===== config.mk =====
export PLATFORM = sky130hd
export DESIGN_NAME = io_od_driver_flat
export DESIGN_NICKNAME = d
export VERILOG_FILES = /design/src/rtl/io_od_if.sv /design/src/rtl/io_od_driver.sv /design/src/flat_wrapper.sv
export SDC_FILE = /design/constraint.sdc
export NUM_CORES = 1
export LEC_CHECK = 0
export ABC_AREA = 1
export BUFFER_PORTS_ARGS = -buffer_cell sky130_fd_sc_hd__buf_4
export CAP_MARGIN = 10
export CORE_MARGIN = 4
export CORE_UTILIZATION = 40
export DETAILED_ROUTE_END_ITERATION = 10
export MAX_ROUTING_LAYER = met4
export SLEW_MARGIN = 25
export SYNTH_ARGS = -nofsm -noshare
export SYNTH_HDL_FRONTEND = slang
export SYNTH_SLANG_ARGS = --single-unit

===== constraint.sdc =====
create_clock -name clk_sync -period 3.75 [get_ports clk_sync]
set_input_delay 0.1875 -clock clk_sync [delete_from_list [all_inputs] [get_ports clk_sync]]
set_output_delay 0.1875 -clock clk_sync [all_outputs]
set_load 0.05 [all_outputs]

===== src/rtl/io_od_if.sv =====
// Command/status bundle between the I2C bit engine and one open-drain line.
// The bit engine (master) drives commands and the filtered line level.
interface io_od_if;
  logic cmd_valid;
  logic cmd_level;
  logic cmd_ready;
  logic abort;
  logic line_in;
  logic oe;
  logic busy;
  logic done;
  logic stretch;
  logic arb_lost;
  logic fault;
  logic timeout;

  modport master (
    output cmd_valid, cmd_level, abort, line_in,
    input  cmd_ready, oe, busy, done, stretch,
    input  arb_lost, fault, timeout
  );

  modport slave (
    input  cmd_valid, cmd_level, abort, line_in,
    output cmd_ready, oe, busy, done, stretch,
    output arb_lost, fault, timeout
  );
endinterface


===== src/rtl/io_od_driver.sv =====
// Open-drain I2C line driver: hold timing, oe drive, line verification,
// clock-stretch wait (SCL) or arbitration-loss detection (SDA).
module io_od_driver #(
  parameter int HOLD_CYC    = 4,
  parameter int SETTLE_CYC  = 6,
  parameter int TIMEOUT_CYC = 4096,
  parameter int IS_SCL      = 1
) (
  input logic    clk_sync,
  input logic    reset_n,
  io_od_if.slave bus
);

  localparam int MX1 =
    (HOLD_CYC > SETTLE_CYC) ? HOLD_CYC : SETTLE_CYC;
  localparam int MXP =
    (MX1 > TIMEOUT_CYC) ? MX1 : TIMEOUT_CYC;
  localparam int CW = $clog2(MXP + 1);

  localparam logic [CW-1:0] HOLD_LD =
    CW'((HOLD_CYC > 0) ? HOLD_CYC - 1 : 0);
  localparam logic [CW-1:0] SET_LD = CW'(SETTLE_CYC - 1);
  localparam logic [CW-1:0] TO_LD  = CW'(TIMEOUT_CYC);
  localparam logic [CW-1:0] ONE    = CW'(1);

  localparam logic [1:0] IDLE      = 2'd0;
  localparam logic [1:0] HOLD      = 2'd1;
  localparam logic [1:0] SETTLE    = 2'd2;
  localparam logic [1:0] WAIT_HIGH = 2'd3;

  logic [1:0]    state;
  logic [CW-1:0] cnt;
  logic          lvl;
  logic          oe_q;
  logic          done_q;
  logic          fault_q;
  logic          arb_q;
  logic          tmo_q;

  // Sequencer: accept, hold, drive, settle, verify, optional stretch wait.
  always_ff @(posedge clk_sync or negedge reset_n) begin
    if (!reset_n) begin
      state   <= IDLE;
      cnt     <= '0;
      lvl     <= 1'b1;
      oe_q    <= 1'b0;
      done_q  <= 1'b0;
      fault_q <= 1'b0;
      arb_q   <= 1'b0;
      tmo_q   <= 1'b0;
    end else begin
      done_q  <= 1'b0;
      fault_q <= 1'b0;
      arb_q   <= 1'b0;
      tmo_q   <= 1'b0;
      if (bus.abort) begin
        state <= IDLE;
        oe_q  <= 1'b0;
        cnt   <= '0;
      end else begin
        unique case (1'b1)
          (state == IDLE): begin
            if (bus.cmd_valid) begin
              lvl <= bus.cmd_level;
              if (HOLD_CYC == 0) begin
                oe_q  <= ~bus.cmd_level;
                state <= SETTLE;
                cnt   <= SET_LD;
              end else begin
                state <= HOLD;
                cnt   <= HOLD_LD;
              end
            end
          end
          (state == HOLD): begin
            if (cnt == '0) begin
              oe_q  <= ~lvl;
              state <= SETTLE;
              cnt   <= SET_LD;
            end else begin
              cnt <= cnt - ONE;
            end
          end
          (state == SETTLE): begin
            if (cnt != '0) begin
              cnt <= cnt - ONE;
            end else if (bus.line_in == lvl) begin
              done_q <= 1'b1;
              state  <= IDLE;
            end else if (!lvl) begin
              fault_q <= 1'b1;
              state   <= IDLE;
            end else if (IS_SCL == 0) begin
              arb_q <= 1'b1;
              state <= IDLE;
            end else begin
              state <= WAIT_HIGH;
              cnt   <= TO_LD;
            end
          end
          (state == WAIT_HIGH): begin
            if (bus.line_in) begin
              done_q <= 1'b1;
              state  <= IDLE;
            end else if (cnt <= ONE) begin
              tmo_q <= 1'b1;
              state <= IDLE;
              cnt   <= '0;
            end else begin
              cnt <= cnt - ONE;
            end
          end
        endcase
      end
    end
  end

  // Status outputs decoded from state and pulse registers.
  always_comb begin
    bus.cmd_ready = (state == IDLE);
    bus.busy      = (state != IDLE);
    bus.stretch   = (state == WAIT_HIGH);
    bus.oe        = oe_q;
    bus.done      = done_q;
    bus.fault     = fault_q;
    bus.arb_lost  = arb_q;
    bus.timeout   = tmo_q;
  end

endmodule


===== src/flat_wrapper.sv =====
// flat-port wrapper written by rule: the top's interface ports become plain ports
module io_od_driver_flat 
#(
  parameter int HOLD_CYC    = 4,
  parameter int SETTLE_CYC  = 6,
  parameter int TIMEOUT_CYC = 4096,
  parameter int IS_SCL      = 1
)
  (clk_sync, reset_n, bus_cmd_valid, bus_cmd_level, bus_abort, bus_line_in, bus_cmd_ready, bus_oe, bus_busy, bus_done, bus_stretch, bus_arb_lost, bus_fault, bus_timeout);
  io_od_if bus_i ();
  input logic clk_sync;
  input logic reset_n;
  input wire logic [$bits(bus_i.cmd_valid)-1:0] bus_cmd_valid;
  input wire logic [$bits(bus_i.cmd_level)-1:0] bus_cmd_level;
  input wire logic [$bits(bus_i.abort)-1:0] bus_abort;
  input wire logic [$bits(bus_i.line_in)-1:0] bus_line_in;
  output wire logic [$bits(bus_i.cmd_ready)-1:0] bus_cmd_ready;
  output wire logic [$bits(bus_i.oe)-1:0] bus_oe;
  output wire logic [$bits(bus_i.busy)-1:0] bus_busy;
  output wire logic [$bits(bus_i.done)-1:0] bus_done;
  output wire logic [$bits(bus_i.stretch)-1:0] bus_stretch;
  output wire logic [$bits(bus_i.arb_lost)-1:0] bus_arb_lost;
  output wire logic [$bits(bus_i.fault)-1:0] bus_fault;
  output wire logic [$bits(bus_i.timeout)-1:0] bus_timeout;
  assign bus_i.cmd_valid = bus_cmd_valid;
  assign bus_i.cmd_level = bus_cmd_level;
  assign bus_i.abort = bus_abort;
  assign bus_i.line_in = bus_line_in;
  assign bus_cmd_ready = bus_i.cmd_ready;
  assign bus_oe = bus_i.oe;
  assign bus_busy = bus_i.busy;
  assign bus_done = bus_i.done;
  assign bus_stretch = bus_i.stretch;
  assign bus_arb_lost = bus_i.arb_lost;
  assign bus_fault = bus_i.fault;
  assign bus_timeout = bus_i.timeout;
  io_od_driver #(.HOLD_CYC(HOLD_CYC), .SETTLE_CYC(SETTLE_CYC), .TIMEOUT_CYC(TIMEOUT_CYC), .IS_SCL(IS_SCL)) u_core (.clk_sync(clk_sync), .reset_n(reset_n), .bus(bus_i));
endmodule

==> impl_summary.md, run 1 <==
Yosys
For this run, the register share of the synthesized area comes to 0.336. The number of library cell types mapped by synthesis is 36. The average instance in the mapped netlist occupies 7.95 um^2. The synthesis-stage register bit count is 20. The total number of yosys warnings is 0. After technology mapping, the gate count stands at 188.

The total nets after synthesis is roughly 200. The netlist area before placement is 1490 um^2.

GRT
The global-route wire length before repair is 5640 um. Across every metal layer, demand over resource in global routing totals 0.144. Summed over all layers, the global routing overflow is 0. The initial antenna violation count was 0. The via count of the first global-routing pass is 1222. Entering global routing, the biggest net connects 21 pins.

Power and ir drop
The peak supply drop is 0.341 mV. The leakage dissipation is 0.869 nW. For this design the ratio of total power to cell area is 850 nW/um^2.

Critical path
Data on the critical path arrives at its endpoint at roughly 2.1 ns. The launching element type of the critical path is a flip-flop. Counting cells, the worst reg-to-reg path comes to 8. The critical path start-end classification is reg2reg. The endpoint kind of the worst setup timing path is a flip-flop.

In this run the worst path has a maximum fanout of 12. For the worst setup path, the data required time is 3.93 ns.

STA
Setup violations remaining at the end of the flow were counted as 0. Static timing analysis puts the maximum clock frequency at 527 MHz. The worst clock skew on the final layout is 0.00328 ns. On the final layout, the worst hold slack is 0.117 ns. The minimum clock period after layout is 1.90 ns. Of the available clock period, the critical path in the final layout requires 0.506. The minimum setup slack in the final design is between 1.5 and 2 ns. The final count of hold timing violations is 0. For the pin with the worst max-slew slack, the measured transition is 0.573 ns. The count of pins over their slew limit is 0.

The sum of negative setup slack is 0 ns. In this run the tightest slew margin relative to its limit is 0.618. Setup repair after global routing left no endpoint under its margin.

CTS
The worst-skew pair later-pin latency is 0.26 ns. The register clock-pin slew on the reported worst setup and hold paths is ~0.070 ns. The root buffer cell is sky130_fd_sc_hd__clkbuf_8. TritonCTS created 3 clock buffers. The number of clock sinks seen by CTS is 20.

The buffer levels on the longest clock path is 2. The CTS tree is built. The buffers inserted during post-CTS setup optimization is 0.

CTS built an H-tree with a depth of 1.

Drt
Dividing the detail-routed wire length by the instance count gives 12.6 um. The number of nets with antenna violations after routing is 0. The initial detailed-routing violation count is 76. After detailed routing, the number of remaining DRC violations is 0. In the routed layout, each cell is associated on average with a via count of 4.89. The total wire length is roughly 3100 um. The detailed router placed approximately 1200 vias in this run. The count of TritonRoute iterations in the first routing pass is 4.

Place
The placed wire-length estimate after detailed placement is 2370 um. The pre-CTS setup slack is 1.87 ns. The number of buffer cells added on primary ports is 12.

The final weighted congestion in routability-driven placement is 0.818.

Layout
The number of antenna diodes in the final layout is 0. The fraction of final layout cells with drive strength greater than 1 is 0.250. The final layout net count is 211. Relative to the synthesized area, the layout overhead comes to 10.8%.

Run status
The flow ran to the end, and the final reports show no timing, DRC or antenna violations.

Floorplan
The boundary pin count is 14. Measured along the x axis, the die boundary spans 69.1 um. The area of the placeable core is roughly 3500 um^2.

The initialized floorplan defines 21 standard-cell rows. In this run the vertical extent of the chip is 69.1 um. The initial utilization of the core area, before any placement, comes to 0.431.

The die covers 4780 um^2.

Worst hold path
The worst hold path passes through 2 cells. In this run the worst hold path is classified as in2reg.

Run
The max-cap violation count is 0.
[worst max-delay path, stage by stage (launching register included)]
cell                      delay (ns)
sky130_fd_sc_hd__dfstp_2        0.57
sky130_fd_sc_hd__ha_1           0.24
sky130_fd_sc_hd__inv_1          0.06
sky130_fd_sc_hd__nor2_1         0.05
sky130_fd_sc_hd__nand4_4        0.11
sky130_fd_sc_hd__nand2_2        0.06
sky130_fd_sc_hd__nor2_2         0.44
sky130_fd_sc_hd__nand2_1        0.12
sky130_fd_sc_hd__a21oi_1        0.16
[synth_stat cells (all sizes together)]
cell type | instances | area share
nand4 | 5 | 0.041
nor2 | 23 | 0.093
o31ai | 1 | 0.0050
or2 | 2 | 0.0084
o21ai | 6 | 0.028
inv | 18 | 0.045
xor2 | 4 | 0.023
nand3 | 20 | 0.082
clkbuf | 1 | 0.0092
conb | 1 | 0.0025
xnor2 | 4 | 0.023
nor4 | 1 | 0.0042
nand2 | 60 | 0.18
buf | 4 | 0.025
clkinv | 1 | 0.0033
ha | 4 | 0.034
nor3 | 3 | 0.013
a21oi | 8 | 0.034
dfstp | 1 | 0.018
nand3b | 1 | 0.0050
dfrtp | 19 | 0.32
o211ai | 1 | 0.0084
[sequential cells by signal (all words and copies together), names as in the netlist]
register	count
u_core.state	2
u_core.bus.done	1
u_core.bus.timeout	1
u_core.bus.fault	1
u_core.lvl	1
u_core.cnt	13
u_core.bus.oe	1
[stage by stage]
| step | instances | util | cell area, um^2 | total power [W] |
|---|---|---|---|---|
| detailed placement | 241 | 0.459 | 1590 | 0.00125 |
| CTS | 246 | 0.477 | 1660 | 0.00143 |
| floorplan | 188 | - | 1490 | 0.00108 |
| global placement | 241 | 0.459 | 1590 | 0.00124 |
| global route | 246 | 0.477 | 1660 | 0.00154 |
| finish | 246 | 0.477 | 1660 | 0.00141 |
[cell usage in the layout, fill, tap and decap left out, types with 4 or more instances in the layout]
master | synthesis | layout
sky130_fd_sc_hd__a21oi_1 | 7 | 7
sky130_fd_sc_hd__buf_4 | 2 | 12
sky130_fd_sc_hd__clkbuf_8 | 1 | 4
sky130_fd_sc_hd__dfrtp_1 | 19 | 19
sky130_fd_sc_hd__ha_1 | 4 | 4
sky130_fd_sc_hd__inv_1 | 15 | 15
sky130_fd_sc_hd__nand2_1 | 51 | 51
sky130_fd_sc_hd__nand2_2 | 6 | 6
sky130_fd_sc_hd__nand3_1 | 17 | 17
sky130_fd_sc_hd__nor2_1 | 15 | 15
sky130_fd_sc_hd__nor2_2 | 5 | 5
sky130_fd_sc_hd__xnor2_1 | 4 | 4
sky130_fd_sc_hd__xor2_1 | 4 | 4
[logic make-up after synthesis]
group | count (synthesis) | synth area share
XOR/XNOR | 8 | 0.0469
AO/OA/AOI/OAI | 16 | 0.0754
other | 1 | 0.00251
buffers and inverters | 24 | 0.0829
AND/OR/NAND/NOR | 115 | 0.423
flip-flops | 20 | 0.336
adder cells (fa/ha/maj) | 4 | 0.0335
[cell type report]
cell class / count / area (um^2)
fill: 349 / 1810
inverter: 19 / 72.6
tap: 46 / 57.6
sequential: 20 / 502
clock buffer: 4 / 55.1
multi-input combinational: 144 / 868
timing repair buffer: 13 / 100
[what timing repair did]
action | 4_1_cts | 5_1_grt
hold buffers | 1 | 0
endpoints found under the hold margin | 19 | 0
resized for setup | 0 | 0
[where the power goes]
part / switching [W] / internal (W) / leakage (nW) / total [W]
Combinational: 0.000615 / 0.000300 / 0.571 / 0.000915
Sequential: 0.0000609 / 0.000268 / 0.270 / 0.000329
Clock: 0.0000708 / 0.0000934 / 0.0288 / 0.000164
[routing by layer]
metal | share of wire | GRT usage | wire length [um]
met4 | 0.013 | 0.0456 | 39
met1 | 0.50 | 0.193 | 1560
met3 | 0.032 | 0.0305 | 98
met5 | 0 | - | 0
met2 | 0.45 | 0.218 | 1410
[worst paths after layout]
kind	startpoint	end	slack (ns)
worst min-delay path	bus_line_in	u_core.bus.timeout	0.12
worst max-delay path	u_core.lvl	u_core.cnt[0]	1.85
worst min register to register	u_core.cnt[1]	u_core.cnt[1]	0.48
worst max register to register	u_core.lvl	u_core.cnt[0]	1.85
min in group asynchronous	reset_n	u_core.state[0]	0.34
max in group asynchronous	reset_n	u_core.lvl	3.13
Note: power is estimated with default switching activity, not from simulation.
==> inputs of run 2 (changes only) <==
- ABC_AREA: 1 -> 0
- clock period: 3.75 -> 1.8 ns (I/O delays scaled with it)
==> run 2 against run 1 <==
Against the previous run: the run now ends with negative setup slack left; sequential power up 96%; synthesized area fell by 5.7%; flip-flop and latch count unchanged; total power grew to 2.8 times the previous value; critical path type unchanged.
==> impl_summary.md, run 2 <==
Run
The max-cap violation count is 0 (unchanged).

Critical path
Counting stages on the worst path, the most repeated cell is sky130_fd_sc_hd__or4_4. By startpoint and endpoint, the worst setup path is classified as reg2reg. The slowest stage of the critical path is the sky130_fd_sc_hd__or4_4 cell. The peak per-stage delay on the critical path is 0.57 ns (about the same). The data arrival at the endpoint of the critical path is 2.68 ns (+0.60 ns). The worst setup path is captured at a flip-flop. Traced cell by cell, the critical path runs through or4_4 > or4_4 > a221oi_4 > buf_12 > nor2_4 > a221o_1. The largest driver fanout on the critical path is 9 (-3).

The worst reg-to-reg path cell count is 6 (-2). The worst endpoint required time is 2.00 ns (-1.93 ns). The worst setup path is launched from a flip-flop.

Layout
The fraction of final layout cells with drive strength greater than 1 was 0.464 (+0.214). The summed area of non-filler cells in the final layout was 2120 um^2 (+28%). The largest registers in the layout are u_core.cnt (13), u_core.state (2). The layout overhead on the synthesized area is 50.2%. The flip-flop count of the largest register, all copies and words added is 13 (unchanged). The final-layout fill cell count came to 300 (-14%). Leaving out fill and tap cells, the most frequent cell in the layout is sky130_fd_sc_hd__buf_4. The largest register by flop count is u_core.cnt. The final layout net count is 233 (+10%).

The final core utilization is 0.629 (+0.152). Leaving out fill and tap cells, the most frequent cells in the layout are 64 x sky130_fd_sc_hd__buf_4, 18 x sky130_fd_sc_hd__dfrtp_1, 12 x sky130_fd_sc_hd__nor2_1. The count of inserted antenna diode cells is 0 (unchanged).

Worst hold path
The hold path depth is 2 (unchanged). The min-delay analysis places its worst path in the category in2reg.

CTS
TritonCTS built the clock tree. The H-tree level count came to 1 (unchanged). The number of buffers created by CTS came to 3 (unchanged). The register clock-pin slew on the reported worst setup and hold paths is 0.12 ns (+0.05 ns). The root buffer cell is sky130_fd_sc_hd__clkbuf_4. The buffer levels on the longest clock path is 2 (unchanged). The worst-skew pair later-pin latency is 0.30 ns (+0.04 ns). The number of clock sinks seen by CTS came to 20 (unchanged).

Power and ir drop
The power per cell area is 1860 nW/um^2 (+120%). The leakage dissipation is 1.02 nW (+17%). The peak supply drop is 0.930 mV (+170%).

Place
The post-place instance area was 1900 um^2 (+20%). The pre-CTS setup slack came to -0.692 ns (-2.56 ns). The final weighted congestion in routability-driven placement came to 0.939 (+15%). The placed wire-length estimate after detailed placement is 3190 um (+35%). The number of buffer cells added on primary ports is 12 (unchanged).

STA
The actual transition at the worst max-transition pin came to 0.504 ns (-0.0693 ns). The worst slew margin relative to its limit is 0.656 (+0.0379). The final critical-path share of the clock period came to 1.37 (+0.868). The minimum clock period after layout is 2.47 ns (+0.576 ns). The worst clock skew on the final layout came to 0.00424 ns (+0.000960 ns). The minimum setup slack in the final design came to -0.673 ns (-2.53 ns). The final setup violation count is 17 (+17). The highest clock frequency the design can meet is 404 MHz (-23%). Setup repair after global routing could not meet its margin everywhere. The final count of hold timing violations is 0 (unchanged). The count of pins over their slew limit is 0 (unchanged).

Drt
The initial detailed-routing violation count was 111 (+46%). The number of nets with antenna violations after routing was 0 (unchanged). The overall via count from detail_route is 1527 (+27%). The total wire length is 4400 um (+41%). The count of TritonRoute iterations in the first routing pass is 4 (unchanged). The number of vias per cell is 5.70 (+16%). The average detailed-routed wire length per instance was 16.4 um (+30%). The remaining design rule violation count is 0 (unchanged).

Yosys
The synthesis-stage register bit count is 20 (unchanged). The biggest area contributor in the post-synthesis netlist is sky130_fd_sc_hd__dfrtp_1. The number of enable flip-flop cells after synthesis was 0 (unchanged). By area the synthesized netlist is led by sky130_fd_sc_hd__dfrtp_1 34%, sky130_fd_sc_hd__a22o_2 3.6%, sky130_fd_sc_hd__ha_1 3.6%, sky130_fd_sc_hd__nor3_1 3.6%, sky130_fd_sc_hd__nor2_1 3.5%. The most repeated cell in the gate-level netlist after synthesis is sky130_fd_sc_hd__dfrtp_1.

The average cell area after synthesis is 8.92 um^2 (+12%). The number of cells produced by synthesis is 158 (-16%). The total number of yosys warnings is 0 (unchanged). The number of library cell types mapped by synthesis was 54 (+50%). The total nets after synthesis was 168 (-15%). Counting instances in the post-synthesis netlist gives the leading cell types as 19 x sky130_fd_sc_hd__dfrtp_1, 13 x sky130_fd_sc_hd__nor2_1, 10 x sky130_fd_sc_hd__inv_1, 10 x sky130_fd_sc_hd__nor3_1. The portion of the post-synthesis area used by sequential elements came to 0.356 (+0.0203). The async set-reset flop share out of synthesis is 1.00 (unchanged).

The primary flip-flop cell chosen by synthesis mapping is sky130_fd_sc_hd__dfrtp_1. The netlist area before placement is 1410 um^2 (-5.7%). The area share of the leading cell type in the synthesized netlist is 0.337 (+0.0192).

Floorplan
The starting density of the core is 0.419 (-0.0118). The die width came to 67.3 um (-2.6%). The boundary pin count is 14 (unchanged). The total die area was 4540 um^2 (-5.1%). The area of the placeable core was 3360 um^2 (-3.0%). The die boundary height was 67.3 um (-2.6%).

The row count came to 21 (unchanged).

GRT
The via count of the first global-routing pass was 1483 (+21%). The initial antenna violation count is 0 (unchanged). The global route total overflow was 0 (unchanged). The global-route wire length before repair came to 7260 um (+29%).

The pin count of the biggest net entering global routing was 21 (unchanged). The overall fraction of global-route tracks in use is 0.221 (+0.0769).

Run status
The checks that failed: negative setup slack. The run finished, with violations left.
[run 2: cell types whose count changed after synthesis, sizes merged, moves of 7 or more]
cell,delta
nand2,-54
nand3,-15
nor2,-9
inv,-8
clkbuf,+7
nor3,+7
[run 2: cell families (layout without fill, tap and decap cells)]
group | after synthesis | in the layout | synth area share
AO/OA/AOI/OAI | 47 | 47 | 0.266
XOR/XNOR | 1 | 1 | 0.00622
adder cells (fa/ha/maj) | 4 | 4 | 0.0355
buffers and inverters | 21 | 85 | 0.0648
flip-flops | 20 | 20 | 0.356
multiplexers | 1 | 1 | 0.00711
other | 1 | 1 | 0.00266
AND/OR/NAND/NOR | 63 | 63 | 0.262
[run 2: path summary, 6_finish.rpt]
kind | startpoint | slack (ns) | end
worst max register to register | u_core.cnt[10] | -0.67 | u_core.cnt[10]
min in group asynchronous | reset_n | 0.18 | u_core.cnt[9]
worst min register to register | u_core.bus.oe | 0.54 | u_core.bus.oe
worst max-delay path | u_core.cnt[10] | -0.67 | u_core.cnt[10]
worst min-delay path | bus_abort | 0.08 | u_core.cnt[2]
max in group asynchronous | reset_n | 1.35 | u_core.lvl
[run 2: routing by layer]
layer,global-route usage,up-vias,share of wire
met5,-,-,0
met4,0.0937,0,0.019
met3,0.0200,8,0.050
met2,0.350,52,0.50
met1,0.290,730,0.43
li1,-,737,-
[run 2: through the flow]
step / TNS, ns / power [W] / hold WS [ns] / std cells
3_5_place_dp: -7.81 / 0.00314 / -0.00979 / 256
5_1_grt: -9.68 / 0.00420 / 0.0779 / 268
3_3_place_gp: -7.14 / 0.00310 / -0.0160 / 256
6_report: -8.36 / 0.00393 / 0.0821 / 268
2_1_floorplan: -9.76 / 0.00209 / -0.206 / 158
4_1_cts: -8.09 / 0.00362 / 0.000642 / 263
[run 2: cell type report]
cell class              instances  area [um^2]  area share
flip-flops and latches         20          503       0.238
inverters                      10         37.5      0.0177
well taps                      46         57.6      0.0272
multi-input cells             117          926       0.438
clock buffers                   4         26.3      0.0124
repair buffers                 71          566       0.267
[run 2: worst max-delay path: cells and delay by family (launching register included)]
kind / cells / cell delay, ns
buffers and inverters: 1 / 0.16
AND/OR/NAND/NOR: 3 / 1.18
AO/OA/AOI/OAI: 2 / 0.64
flip-flops: 1 / 0.40
[run 2: repair_timing]
action	in CTS	in global routing
hold buffers	1	1
setup buffers	2	4
pin swaps	4	5
resized for setup	15	12
setup endpoints to repair	17	18
endpoints found under the hold margin	20	1
[run 2: power by group]
group	total (W)	internal (W)	switching [W]
Combinational	0.00306	0.00155	0.00150
Clock	0.000231	0.0000865	0.000144
Sequential	0.000646	0.000564	0.0000821
Total	0.00393	0.00220	0.00173
==> inputs of run 3 (changes only) <==
- CORE_ASPECT_RATIO: not set -> 1.2
- CORE_UTILIZATION: 40 -> 45
- SKIP_CTS_REPAIR_TIMING: not set -> 1
==> run 3 against run 2 <==
Against the previous run: the flow finishes with violations (negative hold slack, negative setup slack); fmax rose by 0.11%; total power rose by 5.2%; flip-flop and latch count did not move; critical endpoint is now u_core.cnt[11]; largest cell class unchanged.
==> impl_summary.md, run 3 (synthesized netlist as in run 2, its figures left out) <==
CTS
The number of clock sinks seen by CTS was 20 (unchanged). The register clock-pin slew on the reported worst setup and hold paths came to 0.13 ns (about the same). The CTS tree is built. The worst-skew pair later-pin latency came to 0.31 ns (about the same).

The H-tree level count is 1 (unchanged). The buffer levels on the longest clock path was 2 (unchanged). The root buffer cell is sky130_fd_sc_hd__clkbuf_4. The number of buffers created by CTS is 3 (unchanged).

GRT
The global-route met2 utilization came to 0.346 (-0.00326). The pin count of the biggest net entering global routing came to 21 (unchanged). The overall fraction of global-route tracks in use was 0.227 (+0.00548).

The initial antenna violation count is 0 (unchanged). The via count of the first global-routing pass is 1514 (+2.1%). The most heavily used metal layer in global routing is met2. The global route total overflow is 0 (unchanged).

The global-route wire length before repair is 7040 um (-2.9%). The met3 track demand over resource in global routing is 0.0391 (+0.0191). The fraction of met1 tracks used by global routing is 0.291 (+0.00170).

Floorplan
The die width is 59.1 um (-12%). The area of the placeable core is 3030 um^2 (-10%). The starting density of the core is 0.465 (+0.0464). The total die area came to 4090 um^2 (-9.7%).

The boundary pin count is 14 (unchanged). The row count is 22 (+4.8%). The die boundary height is 69.3 um (+2.9%).

Layout
Compared with the post-synthesis result, the final layout area differs by 52.2%. The most frequent standard cell in the layout excluding fill and tap cells is sky130_fd_sc_hd__buf_4. The final-layout fill cell count was 237 (-21%). The flip-flop count of the largest register, all copies and words added is 13 (unchanged). The number of standard cells in the final layout excluding fillers came to 259 (-3.4%). The final layout net count is 234 (+0.43%). The largest registers in the layout are u_core.cnt (13), u_core.state (2).

More flip-flops sit in one register than any other, and that register is u_core.cnt. The final core utilization came to 0.708 (+0.0792). In the layout the commonest cells are 67 x sky130_fd_sc_hd__buf_4, 18 x sky130_fd_sc_hd__dfrtp_1, 11 x sky130_fd_sc_hd__nor2_1. The fraction of final layout cells with drive strength greater than 1 was 0.489 (+0.0248).

The count of inserted antenna diode cells was 0 (unchanged).

STA
Setup repair after global routing could not meet its margin everywhere. The minimum clock period after layout is 2.47 ns (-0.00283 ns). The minimum setup slack in the final design is -0.670 ns (+0.00283 ns).

The final setup violation count is 17 (unchanged). The count of pins over their slew limit came to 0 (unchanged). The highest clock frequency the design can meet is 405 MHz (+0.11%). The final critical-path share of the clock period was 1.37 (-0.00157). The worst slack on hold paths was -0.00793 ns (-0.0901 ns).

The worst clock skew on the final layout came to 0.0134 ns (+0.00920 ns). The actual transition at the worst max-transition pin is 0.649 ns (+0.146 ns). The final count of hold timing violations is 1 (+1).

The worst slew margin relative to its limit is 0.556 (-0.0996).

Drt
The remaining design rule violation count is 0 (unchanged). The number of nets with antenna violations after routing came to 0 (unchanged). The count of TritonRoute iterations in the first routing pass is 4 (unchanged). The number of vias per cell came to 6.08 (+6.7%). The total wire length is 4620 um (+4.9%). The initial detailed-routing violation count is 80 (-28%). The average detailed-routed wire length per instance is 17.8 um (+8.6%).

The overall via count from detail_route is 1575 (+3.1%).

Power and ir drop
The power per cell area is 1930 nW/um^2 (+3.8%). The total chip power is 0.00414 W (+5.2%). The leakage dissipation came to 1.05 nW (+3.3%). The peak supply drop was 1.21 mV (+31%).

Place
The final weighted congestion in routability-driven placement is 0.921 (-1.9%). The cell total after placement was 247 (-3.5%). The placed wire-length estimate after detailed placement is 3280 um (+2.6%).

The number of buffer cells added on primary ports is 12 (unchanged).

Run
The max-cap violation count is 0 (unchanged).

Critical path
The largest driver fanout on the critical path is 9 (unchanged). The data arrival at the endpoint of the critical path is 2.68 ns (about the same). The worst endpoint required time came to 2.01 ns (about the same). On the critical path, the stage with the largest delay is an instance of sky130_fd_sc_hd__or4_4. The critical path is of the reg2reg type. The peak per-stage delay on the critical path is 0.56 ns (about the same). The signal on the critical path passes through or4_4 > or4_4 > a221oi_4 > buf_12 > nor2_4 > a221o_1. The cell with the most instances on the worst path is sky130_fd_sc_hd__or4_4. STA classifies the critical path endpoint as a flip-flop. The launching element type of the critical path is a flip-flop.

Run status
The flow ran to the end, but the final reports show violations. The final reports fail on negative hold slack, negative setup slack.

Worst hold path
The path type of the worst min-delay path is in2reg.
-- run 3: changes by cell type in the layout (fill, tap and decap cells not counted), sizes merged --
| cell | previous run | this run |
|---|---|---|
| buf | 69 | 71 |
| bufinv | 0 | 1 |
| clkbuf | 4 | 3 |
| dlygate4sd3 | 2 | 1 |
-- run 3: layer usage --
layer	share of wire	routed length [um]	up-vias
li1	-	-	734
met3	0.064	297	14
met1	0.41	1900	752
met4	0.033	150	0
met2	0.49	2270	75
met5	0	0	-
-- run 3: area by class of cell --
| cell class | count | area (um^2) | share of cell area |
|---|---|---|---|
| Sequential cell | 20 | 503 | 0.235 |
| Multi-Input combinational cell | 117 | 940 | 0.438 |
| Clock buffer | 3 | 22.5 | 0.0105 |
| Tap cell | 36 | 45.0 | 0.0210 |
| Clock inverter | 1 | 30.0 | 0.0140 |
| Timing Repair Buffer | 72 | 567 | 0.264 |
| Inverter | 10 | 37.5 | 0.0175 |
-- run 3: metrics by stage --
| step | setup WS, ns | cell area (um^2) | TNS (ns) |
|---|---|---|---|
| final | -0.670 | 2140 | -8.04 |
| after global routing | -0.720 | 2140 | -9.15 |
| after CTS | -0.712 | 1950 | -9.12 |
| after detailed placement | -0.694 | 1900 | -8.61 |
| after global placement | -0.635 | 1900 | -8.18 |
| after floorplan | -0.847 | 1420 | -9.76 |
-- run 3: worst paths after layout --
| kind | startpoint | endpoint | slack (ns) | cells past startpoint |
|---|---|---|---|---|
| setup / recovery | u_core.cnt[10] | u_core.cnt[11] | -0.67 | 6 |
| hold / removal | bus_cmd_level | u_core.lvl | -0.008 | 3 |
| setup reg to reg | u_core.cnt[10] | u_core.cnt[11] | -0.67 | 6 |
| hold reg to reg | u_core.bus.oe | u_core.bus.oe | 0.55 | 2 |
| max in group asynchronous | reset_n | u_core.lvl | 1.33 | 2 |
| min in group asynchronous | reset_n | u_core.cnt[10] | 0.19 | 2 |
-- run 3: power by group --
| part | leakage [nW] | total (W) | internal [W] | switching [W] |
|---|---|---|---|---|
| sequential | 0.268 | 0.000649 | 0.000564 | 0.0000854 |
| clock | 0.0279 | 0.000380 | 0.000225 | 0.000155 |
| combinational | 0.756 | 0.00311 | 0.00155 | 0.00156 |
-- run 3: worst max-delay path, delay by kind of cell (launching register included) --
| kind | cells | cell delay [ns] |
|---|---|---|
| AND/OR/NAND/NOR | 3 | 1.17 |
| flip-flops | 1 | 0.40 |
| AO/OA/AOI/OAI | 2 | 0.64 |
| buffers and inverters | 1 | 0.16 |
